[src/rtl/col_sense_if.sv]
// Array-side bus of the column sense sequencer: control request in,
// bit-line / match-line samples in, strobes and captured results out.
interface col_sense_if #(
    parameter int COLS = 8,
    parameter int ROWS = 8,
    parameter int AW   = 3
);
    logic            start;
    logic            mode;
    logic [COLS-1:0] BL;
    logic [COLS-1:0] BLB;
    logic [ROWS-1:0] ML;
    logic            pre_en;
    logic            sa_en;
    logic            busy;
    logic            valid;
    logic [COLS-1:0] rdata;
    logic [COLS-1:0] err;
    logic            hit;
    logic [AW-1:0]   hit_addr;
    logic            multi_hit;

    modport master (
        output start, mode, BL, BLB, ML,
        input  pre_en, sa_en, busy, valid, rdata, err, hit, hit_addr, multi_hit
    );

    modport slave (
        input  start, mode, BL, BLB, ML,
        output pre_en, sa_en, busy, valid, rdata, err, hit, hit_addr, multi_hit
    );
endinterface

[src/rtl/col_sense.sv]
// Column sense/readout sequencer: precharge -> develop -> sense, then resolve
// BL/BLB into a read word or the match-lines into a priority-encoded hit.
module col_sense #(
    parameter int COLS    = 8,
    parameter int ROWS    = 8,
    parameter int AW      = 3,
    parameter int DEV_CYC = 2
) (
    input logic        clk,
    input logic        rst,
    col_sense_if.slave bus
);
    localparam int         PCW      = $clog2(ROWS + 1);
    localparam logic [3:0] DEV_LOAD = 4'(DEV_CYC - 1);

    typedef enum logic [2:0] {IDLE, PRE, DEV, SENSE, DONE} state_e;

    state_e          state_q, state_d;
    logic [3:0]      cnt_q, cnt_d;
    logic            mode_q, mode_d;
    logic            pre_en_q, sa_en_q, busy_q, valid_q;
    logic [COLS-1:0] rdata_q, rdata_d, err_q, err_d;
    logic            hit_q, hit_d, multi_q, multi_d;
    logic [AW-1:0]   addr_q, addr_d;

    logic [COLS-1:0] col_rd, col_err;
    logic [AW-1:0]   lo_addr;
    logic [PCW-1:0]  ml_ones;

    // Per-column differential resolve; an equal pair is flagged, never trusted.
    for (genvar c = 0; c < COLS; c++) begin : g_col
        assign col_rd[c]  = bus.BL[c] & ~bus.BLB[c];
        assign col_err[c] = ~(bus.BL[c] ^ bus.BLB[c]);
    end

    always_comb begin
        lo_addr = '0;
        ml_ones = '0;
        for (int i = ROWS - 1; i >= 0; i--) begin
            if (bus.ML[i]) lo_addr = AW'(i);
        end
        for (int i = 0; i < ROWS; i++) begin
            ml_ones = ml_ones + PCW'(bus.ML[i]);
        end
    end

    // DONE's exit edge doubles as the IDLE sampling edge, so a held start
    // sustains one op every DEV_CYC+3 cycles.
    always_comb begin
        state_d = state_q;
        cnt_d   = cnt_q;
        mode_d  = mode_q;
        unique case (state_q)
            IDLE, DONE: begin
                state_d = IDLE;
                if (bus.start) begin
                    state_d = PRE;
                    mode_d  = bus.mode;
                end
            end
            PRE: begin
                state_d = DEV;
                cnt_d   = DEV_LOAD;
            end
            DEV: begin
                if (cnt_q == 4'd0) state_d = SENSE;
                else               cnt_d   = cnt_q - 4'd1;
            end
            SENSE:   state_d = DONE;
            default: state_d = IDLE;
        endcase
    end

    always_comb begin
        rdata_d = rdata_q;
        err_d   = err_q;
        hit_d   = hit_q;
        addr_d  = addr_q;
        multi_d = multi_q;
        if (state_q == SENSE) begin
            if (mode_q) begin
                rdata_d = col_rd;
                err_d   = col_err;
            end else begin
                hit_d   = |bus.ML;
                addr_d  = lo_addr;
                multi_d = (ml_ones >= PCW'(2));
            end
        end
    end

    // Strobes are decoded from the next state so they come straight off flops.
    always_ff @(posedge clk or posedge rst) begin
        if (rst) begin
            state_q  <= IDLE;
            cnt_q    <= '0;
            mode_q   <= 1'b0;
            pre_en_q <= 1'b0;
            sa_en_q  <= 1'b0;
            busy_q   <= 1'b0;
            valid_q  <= 1'b0;
            rdata_q  <= '0;
            err_q    <= '0;
            hit_q    <= 1'b0;
            addr_q   <= '0;
            multi_q  <= 1'b0;
        end else begin
            state_q  <= state_d;
            cnt_q    <= cnt_d;
            mode_q   <= mode_d;
            pre_en_q <= (state_d == PRE);
            sa_en_q  <= (state_d == SENSE);
            busy_q   <= (state_d != IDLE);
            valid_q  <= (state_d == DONE);
            rdata_q  <= rdata_d;
            err_q    <= err_d;
            hit_q    <= hit_d;
            addr_q   <= addr_d;
            multi_q  <= multi_d;
        end
    end

    assign bus.pre_en    = pre_en_q;
    assign bus.sa_en     = sa_en_q;
    assign bus.busy      = busy_q;
    assign bus.valid     = valid_q;
    assign bus.rdata     = rdata_q;
    assign bus.err       = err_q;
    assign bus.hit       = hit_q;
    assign bus.hit_addr  = addr_q;
    assign bus.multi_hit = multi_q;
endmodule

[src/flat_wrapper.sv]
// flat-port wrapper written by rule: the top's interface ports become plain ports
module col_sense_flat 
#(
    parameter int COLS    = 8,
    parameter int ROWS    = 8,
    parameter int AW      = 3,
    parameter int DEV_CYC = 2
)
  (clk, rst, bus_start, bus_mode, bus_BL, bus_BLB, bus_ML, bus_pre_en, bus_sa_en, bus_busy, bus_valid, bus_rdata, bus_err, bus_hit, bus_hit_addr, bus_multi_hit);
  col_sense_if #(.COLS(COLS), .ROWS(ROWS), .AW(AW)) bus_i ();
  input logic clk;
  input logic rst;
  input wire logic [$bits(bus_i.start)-1:0] bus_start;
  input wire logic [$bits(bus_i.mode)-1:0] bus_mode;
  input wire logic [$bits(bus_i.BL)-1:0] bus_BL;
  input wire logic [$bits(bus_i.BLB)-1:0] bus_BLB;
  input wire logic [$bits(bus_i.ML)-1:0] bus_ML;
  output wire logic [$bits(bus_i.pre_en)-1:0] bus_pre_en;
  output wire logic [$bits(bus_i.sa_en)-1:0] bus_sa_en;
  output wire logic [$bits(bus_i.busy)-1:0] bus_busy;
  output wire logic [$bits(bus_i.valid)-1:0] bus_valid;
  output wire logic [$bits(bus_i.rdata)-1:0] bus_rdata;
  output wire logic [$bits(bus_i.err)-1:0] bus_err;
  output wire logic [$bits(bus_i.hit)-1:0] bus_hit;
  output wire logic [$bits(bus_i.hit_addr)-1:0] bus_hit_addr;
  output wire logic [$bits(bus_i.multi_hit)-1:0] bus_multi_hit;
  assign bus_i.start = bus_start;
  assign bus_i.mode = bus_mode;
  assign bus_i.BL = bus_BL;
  assign bus_i.BLB = bus_BLB;
  assign bus_i.ML = bus_ML;
  assign bus_pre_en = bus_i.pre_en;
  assign bus_sa_en = bus_i.sa_en;
  assign bus_busy = bus_i.busy;
  assign bus_valid = bus_i.valid;
  assign bus_rdata = bus_i.rdata;
  assign bus_err = bus_i.err;
  assign bus_hit = bus_i.hit;
  assign bus_hit_addr = bus_i.hit_addr;
  assign bus_multi_hit = bus_i.multi_hit;
  col_sense #(.COLS(COLS), .ROWS(ROWS), .AW(AW), .DEV_CYC(DEV_CYC)) u_core (.clk(clk), .rst(rst), .bus(bus_i));
endmodule
[config.mk]
export PLATFORM = sky130hd
export DESIGN_NAME = col_sense_flat
export DESIGN_NICKNAME = d
export VERILOG_FILES = /design/src/rtl/col_sense_if.sv /design/src/rtl/col_sense.sv /design/src/flat_wrapper.sv
export SDC_FILE = /design/constraint.sdc
export NUM_CORES = 1
export LEC_CHECK = 0
export ABC_CLOCK_PERIOD_IN_PS = 3600
export CAP_MARGIN = 5
export CORE_MARGIN = 2
export CORE_UTILIZATION = 45
export DETAILED_ROUTE_END_ITERATION = 10
export PLACE_DENSITY = 0.76
export SLEW_MARGIN = 20
export SYNTH_ARGS = -nofsm -noshare
export SYNTH_HDL_FRONTEND = slang
export SYNTH_SLANG_ARGS = --single-unit
[constraint.sdc]
create_clock -name clk -period 3.6 [get_ports clk]
set_clock_uncertainty 0.05 [all_clocks]
set_input_delay 0.72 -clock clk [delete_from_list [all_inputs] [get_ports clk]]
set_output_delay 0.72 -clock clk [all_outputs]
set_load 0.03 [all_outputs]
==> flow_summary.toml, run 1 <==
[routing]
detail-route-antenna-nets = 0
drt_wl_total_mm = 3.71
vias_per_cell = 5.11
vias = 1365
dr.pass1.iters = 6
first_iter_violations = 36
wl_per_cell_um = 13.9
drt_drc_violations_left = 0

[synth]
synth_edf_count = 0
async_flop_share = 1.00
synth-compound-area-share = 0.0807
synth_flop_cell = "dfrtp_1"
syn_inst = 158
synth_fa_ha_area_frac = 0.140
yosys_warnings = 0
netlist_area_um2 = 1830
syn-num-nets = 204
synth-simple-area-share = 0.123
synth_top_family_by_area = "adder cells"
muxShareOfSynthArea = 0.131
synth-seq-cells = 33
synth_area_per_cell_um2 = 11.6
synth_cell_types = 45
synth-xor-area-share = 0.00479
ys_seq_area_frac = 0.451

[pwr]
power_density_nw_per_um2 = 800
power_leakage_nw = 1.22
vdd_drop_max_uv = 235
finalPower_mw = 2.02

[critical_path]
r2r_setup_slack_ps = 1930
worstPathArrival_ps = 3510
reg2reg_to = "u_core.bus.rdata[2]"
r2r-start = "u_core.state_q[1]"
reg2reg_depth = 3
startpoint_type = "primary input"
worst-setup-path-type = "in -> reg"
crit_fanout = 2
end_kind = "flop"
required_ps = 3740

[run]
cap_violations = 0

[layout]
fin_util = 0.641
mostFrequentLayoutCell = "clkdlybuf4s50_1"
antenna_cells = 0
layout_common_cells = "50 x clkdlybuf4s50_1, 33 x dfrtp_1, 21 x inv_1"
area_growth_pct = 38.1
fin_area_um2 = 2530
fin_cells = 267
nets = 262
drive_above_1_share = 0.189

[clock_tree]
clkTransAtPathRegs_ps = 60
cts_tree = "built"
cts.sinks = 33
cts_root_buffer = "clkbuf_8"
clkLatencyLatePin_ps = 280
cts_buffers = 5
clockBufferDepth = 2
htree_levels = 2
ctsHoldBuffers = 0

[floorplan]
fp.dieW_um = 67.8
row_count = 23
ios = 53
die_h_um = 67.8
initial_core_util = 0.464
die_area_um2 = 4590
coreArea_um2 = 3940

[outcome]
status = "complete, no violations"

[timing]
fin_crit_ps = 3380
rsz0062_at_grt = "no"
setup_viol = 0
final-max-slew-violation-count = 0
post-route-period-util = 0.938
fmax_mhz = 296
fin_hold_ws_ps = 436
max-slew-margin-rel = 0.669
fin_tns_setup_ps = 0
worst_pin_slew_ps = 497
hold_violations = 0
worst_slack_ps = 224

[global_routing]
grt_pass1_wl_mm = 6.13
grtUsageTotal = 0.182
grt_max_degree = 34
first_global_vias = 1336
grt-ovfl-total = 0
antenna_found_initial = 0

[placed_design]
dp_slack_ps = -247
dp_cells = 259
place.gp.congestion = 0.772
dp_hpwl_mm = 2.84
postPlaceCellArea_um2 = 2420
port_buffers = 52

[worst_hold_path]
hold_depth = 1
min_to = "u_core.bus.hit"
min-delay-start = "u_core.bus.hit"
hold_class = "reg -> reg"
what timing repair did:
item / CTS / global route
setup endpoints to repair: 0 / 1
buffers inserted: 0 / 0
gates resized for setup: 0 / 10
per-layer routing:
| layer | global-route usage | vias to the layer above | share of wire |
|---|---|---|---|
| met2 | 0.303 | 55 | 0.47 |
| met4 | 0.102 | 0 | 0.037 |
| met5 | 0 | - | 0 |
| met3 | 0.0367 | 17 | 0.065 |
| li1 | - | 656 | - |
| met1 | 0.220 | 637 | 0.43 |
power breakdown:
group	switching, mW	internal, mW	leakage [nW]
clock network	0.128	0.134	0.0450
registers	0.155	0.544	0.410
logic	0.539	0.522	0.768
total	0.822	1.20	1.22
synth_stat cells, types with 2 or more instances:
| cell | number | area share |
|---|---|---|
| dfrtp_1 | 33 | 0.45 |
| inv_1 | 25 | 0.051 |
| ha_1 | 14 | 0.096 |
| mux2_4 | 10 | 0.082 |
| mux2_2 | 7 | 0.043 |
| nor2_1 | 7 | 0.014 |
| clkbuf_1 | 4 | 0.0082 |
| fa_1 | 4 | 0.044 |
| nand2_1 | 4 | 0.0082 |
| nand3_1 | 4 | 0.011 |
| nor2b_1 | 3 | 0.010 |
| o21ai_0 | 3 | 0.0082 |
| a211o_1 | 2 | 0.0096 |
| a21oi_1 | 2 | 0.0055 |
| a31oi_1 | 2 | 0.0068 |
| and2_1 | 2 | 0.0068 |
| nand4_1 | 2 | 0.0068 |
| nor3_1 | 2 | 0.0055 |
| nor3b_1 | 2 | 0.0082 |
sequential cells by signal, indices dropped and copies added, names as in the netlist:
signal,cells
u_core.bus.busy,1
u_core.bus.hit,1
u_core.bus.err,8
u_core.bus.pre_en,1
u_core.bus.hit_addr,3
u_core.bus.valid,1
u_core.mode_q,1
u_core.cnt_q,4
u_core.state_q,3
u_core.bus.rdata,8
u_core.bus.multi_hit,1
u_core.bus.sa_en,1
area by class of cell:
class                   instances  area [µm²]
multi-input cells              94         898
clock buffers                   6        72.6
fillers                       311        1420
clock inverters                 2        10.0
inverters                      25        93.8
flip-flops and latches         33         826
repair buffers                 57         563
well taps                      50        62.6
how the worst max path moves through the flow:
stage | start | end | slack [ps] | depth (start not counted)
after CTS | bus_ML[0] | u_core.bus.multi_hit | 40 | 13
final | bus_ML[2] | u_core.bus.multi_hit | 220 | 11
after global placement | bus_ML[0] | u_core.bus.multi_hit | -100 | 13
after detailed placement | bus_ML[0] | u_core.bus.multi_hit | -250 | 13
after global routing | bus_ML[2] | u_core.bus.multi_hit | 160 | 11
after floorplan | bus_ML[0] | u_core.bus.multi_hit | 420 | 12
cell families after synthesis:
| group | count (synthesis) |
|---|---|
| xor+xnor | 1 |
| compound gates | 20 |
| buf+inv | 31 |
| fa+ha+maj | 18 |
| flops | 33 |
| mux | 18 |
| simple gates | 37 |
worst max-delay path, cell delays in order:
cell	delay, ps
clkdlybuf4s50_1	490
inv_1	80
fa_1	560
fa_1	440
inv_2	80
fa_2	210
inv_2	40
fa_2	390
nor2b_1	150
a211o_1	270
o211ai_1	80
No activity file was read; power rests on OpenSTA's default activity.
==> inputs of run 2 (changes only) <==
GPL_ROUTABILITY_DRIVEN = 0   (was not set)
==> results of run 2 <==
Final layout, timing and power as in run 1 (identical DEF).
==> patch 1 (config.mk and constraints of run 1) <==
Re-encode `state_e` (5 states) as Gray code, 3 bits wide.
--- a/src/rtl/col_sense.sv
+++ b/src/rtl/col_sense.sv
@@ -13,7 +13,7 @@
     localparam int         PCW      = $clog2(ROWS + 1);
     localparam logic [3:0] DEV_LOAD = 4'(DEV_CYC - 1);
 
-    typedef enum logic [2:0] {IDLE, PRE, DEV, SENSE, DONE} state_e;
+    typedef enum logic [2:0] {IDLE = 3'b000, PRE = 3'b001, DEV = 3'b011, SENSE = 3'b010, DONE = 3'b110} state_e;
 
     state_e          state_q, state_d;
     logic [3:0]      cnt_q, cnt_d;
Function: no difference found for any inputs over 10 cycles, from zero or initial values and one cycle with rst high; not proved beyond that.
==> patch 1 against run 1 <==
Total power shrank 2.1%. Synthesized area shrank 2.4%. Critical endpoint unchanged. Final cell count shrank 3.7%. Sequential cell count is the same. Final area shrank 2.2%. Critical path depth is the same. Worst setup slack gained 0.059 ns. Routed wire length shrank 4.3%.
==> patch 1: results (changes against run 1) <==
.. list-table::
   :header-rows: 1

   * - Metric
     - Value
   * - Filler cell count
     - 305 (was 311)
   * - DR vias
     - 1298 (was 1365)
   * - Max_slew headroom
     - 39.43% (was 66.85%)
   * - Maximum cell stage delay along the critical path
     - 0.56 ns (about the same)
   * - R2R Path End
     - u_core.bus.rdata[7] (was u_core.bus.rdata[2])
   * - Total placed instance area
     - 0.002371 mm^2 (was 0.002416 mm^2)
   * - Outcome
     - complete, no violations (unchanged)
   * - Number of placed instances with taps included
     - 250 (was 259)
   * - Pleak
     - 1.172 nW (was 1.223 nW)
   * - R2r setup slk
     - 1.45 ns (was 1.93 ns)
   * - Synth top area cells
     - dfrtp_1 46%, ha_1 9.8%, mux2_4 8.4%, mux2_2 5.0%, inv_1 4.8% (was dfrtp_1 45%, ha_1 9.6%, mux2_4 8.2%, inv_1 5.1%, fa_1 4.4%)
   * - Iteration-0 DRC count of the detailed router
     - 48 (was 36)
   * - Fraction of the yosys area taken by sequential cells
     - 46.25% (was 45.14%)
   * - Drt first pass iters
     - 4 (was 6)
   * - Number of antenna violations at the first check in global routing
     - 0 (unchanged)
   * - Net switching power figure
     - 768.0 uW (was 821.8 uW)
   * - Avg Synthesized Cell Area
     - 11.98 um^2 (was 11.58 um^2)
   * - Wire length of the first global-routing pass
     - 5.975 mm (was 6.134 mm)
   * - Number of nets in the layout
     - 255 (was 262)
   * - Detailed Route WL
     - 3.553 mm (was 3.711 mm)
   * - Pin count of the biggest net entering global routing
     - 20 (was 34)
   * - Mapped Nets
     - 195 (was 204)
   * - Peak supply drop
     - 0.3382 mV (was 0.2352 mV)
   * - Top cells by instance count after synthesis
     - 33 x dfrtp_1, 23 x inv_1, 14 x ha_1 (was 33 x dfrtp_1, 25 x inv_1, 14 x ha_1)
   * - Worst EP arrival
     - 3.46 ns (was 3.51 ns)
   * - GRT Total Usage
     - 17.75% (was 18.24%)
   * - Number of global-route vias before repair
     - 1414 (was 1336)
   * - Synth unique cells
     - 33 (was 45)
==> patch 1: kinds of logic after synthesis <==
family / count (synthesis) / synth area share [%]
AO/OA/AOI/OAI: 14 / 5.606
multiplexers: 20 / 14.58
AND/OR/NAND/NOR: 36 / 12.12
XOR/XNOR: 1 / 0.4906
flip-flops: 33 / 46.25
buffers and inverters: 27 / 6.657
adder cells (fa/ha/maj): 18 / 14.30
==> patch 1: what timing repair did <==
item / in CTS / in global routing
endpoints found under the setup margin: 0 / 1
resized for setup: 0 / 9
hold endpoints to repair: 0 / 0
==> patch 1: final cells by class <==
| cell class | instances | area (um^2) | area share [%] |
|---|---|---|---|
| multi-input combinational | 89 | 848.3 | 34.35 |
| tap | 48 | 60.06 | 2.432 |
| timing repair buffer | 57 | 563.0 | 22.80 |
| sequential | 33 | 825.8 | 33.43 |
| clock buffer | 7 | 86.33 | 3.495 |
| inverter | 23 | 86.33 | 3.495 |
==> patch 1: how the worst max path moves through the flow <==
stage,startpoint,to,slack [ns],cells past startpoint
floorplan,bus_ML[0],u_core.bus.multi_hit,0.41,12
global placement,bus_ML[0],u_core.bus.multi_hit,-0.12,13
detailed placement,bus_ML[0],u_core.bus.multi_hit,-0.22,13
CTS,bus_ML[0],u_core.bus.multi_hit,0.07,13
global route,bus_ML[2],u_core.bus.multi_hit,0.16,11
finish,bus_ML[2],u_core.bus.multi_hit,0.28,11
==> patch 1: metal layers <==
metal / share of wire [%] / track usage, %
met2: 54 / 35.25
met3: 6.6 / 4.054
met4: 0.79 / 5.867
met1: 39 / 17.79
met5: 0 / 0
==> patch 1: per-stage QoR <==
| stage | worst slack [ns] | hold slack [ns] | util (%) |
|---|---|---|---|
| 6_report | 0.2832 | 0.4267 | 65.98 |
| 5_1_grt | 0.1594 | 0.4679 | 65.98 |
| 4_1_cts | 0.06565 | 0.4285 | 65.64 |
| 3_5_place_dp | -0.2160 | 0.4152 | 63.34 |
| 3_3_place_gp | -0.1176 | 0.4118 | 63.34 |
| 2_1_floorplan | 0.4090 | 0.4473 | - |
==> patch 1: power by group through the flow <==
stage	Sequential (mW)	Clock (mW)	Combinational (mW)
after floorplan	0.881	0	0.470
after global placement	0.664	0	1.01
after detailed placement	0.677	0	1.04
after CTS	0.672	0.278	1.04
after global routing	0.695	0.298	1.11
final	0.670	0.272	1.04
==> patch 2 (flow settings as in run 1) <==
Without the edit above. `ROWS` is set to 8 in 3 places; all go to 16.
--- a/src/rtl/col_sense_if.sv
+++ b/src/rtl/col_sense_if.sv
@@ -2,7 +2,7 @@
 // bit-line / match-line samples in, strobes and captured results out.
 interface col_sense_if #(
     parameter int COLS = 8,
-    parameter int ROWS = 8,
+    parameter int ROWS = 16,
     parameter int AW   = 3
 );
     logic            start;
--- a/src/rtl/col_sense.sv
+++ b/src/rtl/col_sense.sv
@@ -2,7 +2,7 @@
 // BL/BLB into a read word or the match-lines into a priority-encoded hit.
 module col_sense #(
     parameter int COLS    = 8,
-    parameter int ROWS    = 8,
+    parameter int ROWS    = 16,
     parameter int AW      = 3,
     parameter int DEV_CYC = 2
 ) (
--- a/src/flat_wrapper.sv
+++ b/src/flat_wrapper.sv
@@ -2,7 +2,7 @@
 module col_sense_flat 
 #(
     parameter int COLS    = 8,
-    parameter int ROWS    = 8,
+    parameter int ROWS    = 16,
     parameter int AW      = 3,
     parameter int DEV_CYC = 2
 )
Ports: changed (resized bus_ML); port bits go from 53 to 61. No check against the original RTL was run, so the function may have changed too.
==> patch 2 against run 1 <==
The run now ends with negative setup slack left. Die area is 14% higher. Clock power increased by 5%. Synthesized area grew 15%. Final area increased by 18%. Hold slack worse by 0.0041 ns. Total power is 8.3% higher. Routed wire length grew 17%. Worst setup slack worse by 0.65 ns. Global-route usage shrank 0.13 points. Sequential cell count is the same. Register-to-register slack got worse by 0.08 ns. Synthesized cell count is 20% higher. Critical endpoint unchanged.
==> patch 2: results (changes against run 1) <==
.. list-table::
   :header-rows: 1

   * - Metric
     - Value
   * - Met2 wirelength from detailed routing
     - 2.249 mm (was 1.748 mm)
   * - Mapped Nets
     - 253 (was 204)
   * - Launch instance of the worst min-delay path
     - u_core.bus.hit_addr[2] (was u_core.bus.hit)
   * - Worst EP arrival
     - 4.16 ns (was 3.51 ns)
   * - Layout cell share with drive strength beyond 1
     - 22.59% (was 18.89%)
   * - Number of buffer cells added on primary ports
     - 60 (was 52)
   * - Drt first pass iters
     - 4 (was 6)
   * - Worst-case setup slack after placement
     - -1.174 ns (was -0.2472 ns)
   * - M3 GR Usage
     - 4.583% (was 3.667%)
   * - Synth top area cells
     - dfrtp_1 39%, ha_1 10%, fa_1 9.6%, mux2_4 7.2%, inv_1 6.4% (was dfrtp_1 45%, ha_1 9.6%, mux2_4 8.2%, inv_1 5.1%, fa_1 4.4%)
   * - Total placed instance area
     - 0.002848 mm^2 (was 0.002416 mm^2)
   * - Launching element of the worst setup path
     - bus_ML[0] (was bus_ML[2])
   * - Detailed-routing wirelength on met1
     - 1.788 mm (was 1.584 mm)
   * - Compound-gate portion of the synthesized area
     - 7.582% (was 8.071%)
   * - Hold Path Stages
     - 2 (was 1)
   * - Detailed Route WL
     - 4.327 mm (was 3.711 mm)
   * - R2R Path End
     - u_core.bus.hit_addr[0] (was u_core.bus.rdata[2])
   * - Wire length of the first global-routing pass
     - 7.314 mm (was 6.134 mm)
   * - Post-Synth Adder-Cell Area
     - 19.70% (was 13.95%)
   * - GRT Total Usage
     - 18.11% (was 18.24%)
   * - Pleak
     - 1.436 nW (was 1.223 nW)
   * - Vias per cell
     - 5.112 (about the same)
   * - Setup slack after layout
     - -0.4245 ns (was 0.2243 ns)
   * - Violated checks
     - negative setup slack
   * - Post-layout instance count excluding filler cells
     - 322 (was 267)
   * - Placer Congestion
     - 0.9392 (was 0.7723)
   * - Outcome
     - finished, violations left (was complete, no violations)
   * - Path depth of the worst reg2reg path
     - 4 (was 3)
   * - Iteration-0 DRC count of the detailed router
     - 44 (was 36)
   * - Final Setup Violations
     - 1 (was 0)
   * - Multiplexer share of the synthesized area
     - 11.94% (was 13.06%)
   * - Number of nets in the layout
     - 332 (was 262)
   * - Met1 GRT Util
     - 22.39% (was 22.04%)
   * - Synth unique cells
     - 42 (was 45)
patch 2: worst max-delay path: stages:
cell and delay [ns]:
buf_8 0.07, inv_4 0.03, ha_4 0.25, inv_2 0.03, fa_1 0.49, fa_1 0.44
fa_1 0.51, fa_1 0.42, inv_2 0.07, fa_2 0.22, inv_2 0.04, fa_2 0.36
a2111oi_4 0.27, a21oi_1 0.07, o22a_1 0.16
patch 2: area by class of cell:
class                           instances  area [um^2]
Clock buffer                            5        68.82
Clock inverter                          3        17.52
Fill cell                             346         1421
Inverter                               36        140.1
Multi-Input combinational cell        116         1134
Sequential cell                        33        825.8
Tap cell                               52        65.06
Timing Repair Buffer                   77        742.0
patch 2: power groups by stage:
stage	combinational, mW	sequential (mW)	clock (mW)
5_1_grt	1.34	0.703	0.295
3_5_place_dp	1.19	0.683	0
2_1_floorplan	0.554	0.895	0
6_report	1.24	0.677	0.275
3_3_place_gp	1.17	0.680	0
4_1_cts	1.24	0.678	0.279
patch 2: logic make-up after synthesis:
kind of cell,after synthesis
AO/OA/AOI/OAI,22
XOR/XNOR,1
adder cells (fa/ha/maj),27
buffers and inverters,41
flip-flops,33
multiplexers,19
AND/OR/NAND/NOR,47
patch 2: worst max path at each step:
stage / end / slack, ns
floorplan: u_core.bus.multi_hit / -0.49
global route: u_core.bus.multi_hit / -0.51
CTS: u_core.bus.multi_hit / -0.62
global placement: u_core.bus.multi_hit / -1.07
detailed placement: u_core.bus.multi_hit / -1.17
finish: u_core.bus.multi_hit / -0.42
patch 2: what timing repair did:
item                       CTS  global route
resized for setup           29             4
setup endpoints to repair    1             1
hold buffers                 0             0
buffers inserted             2             0
pin swaps                   10             7
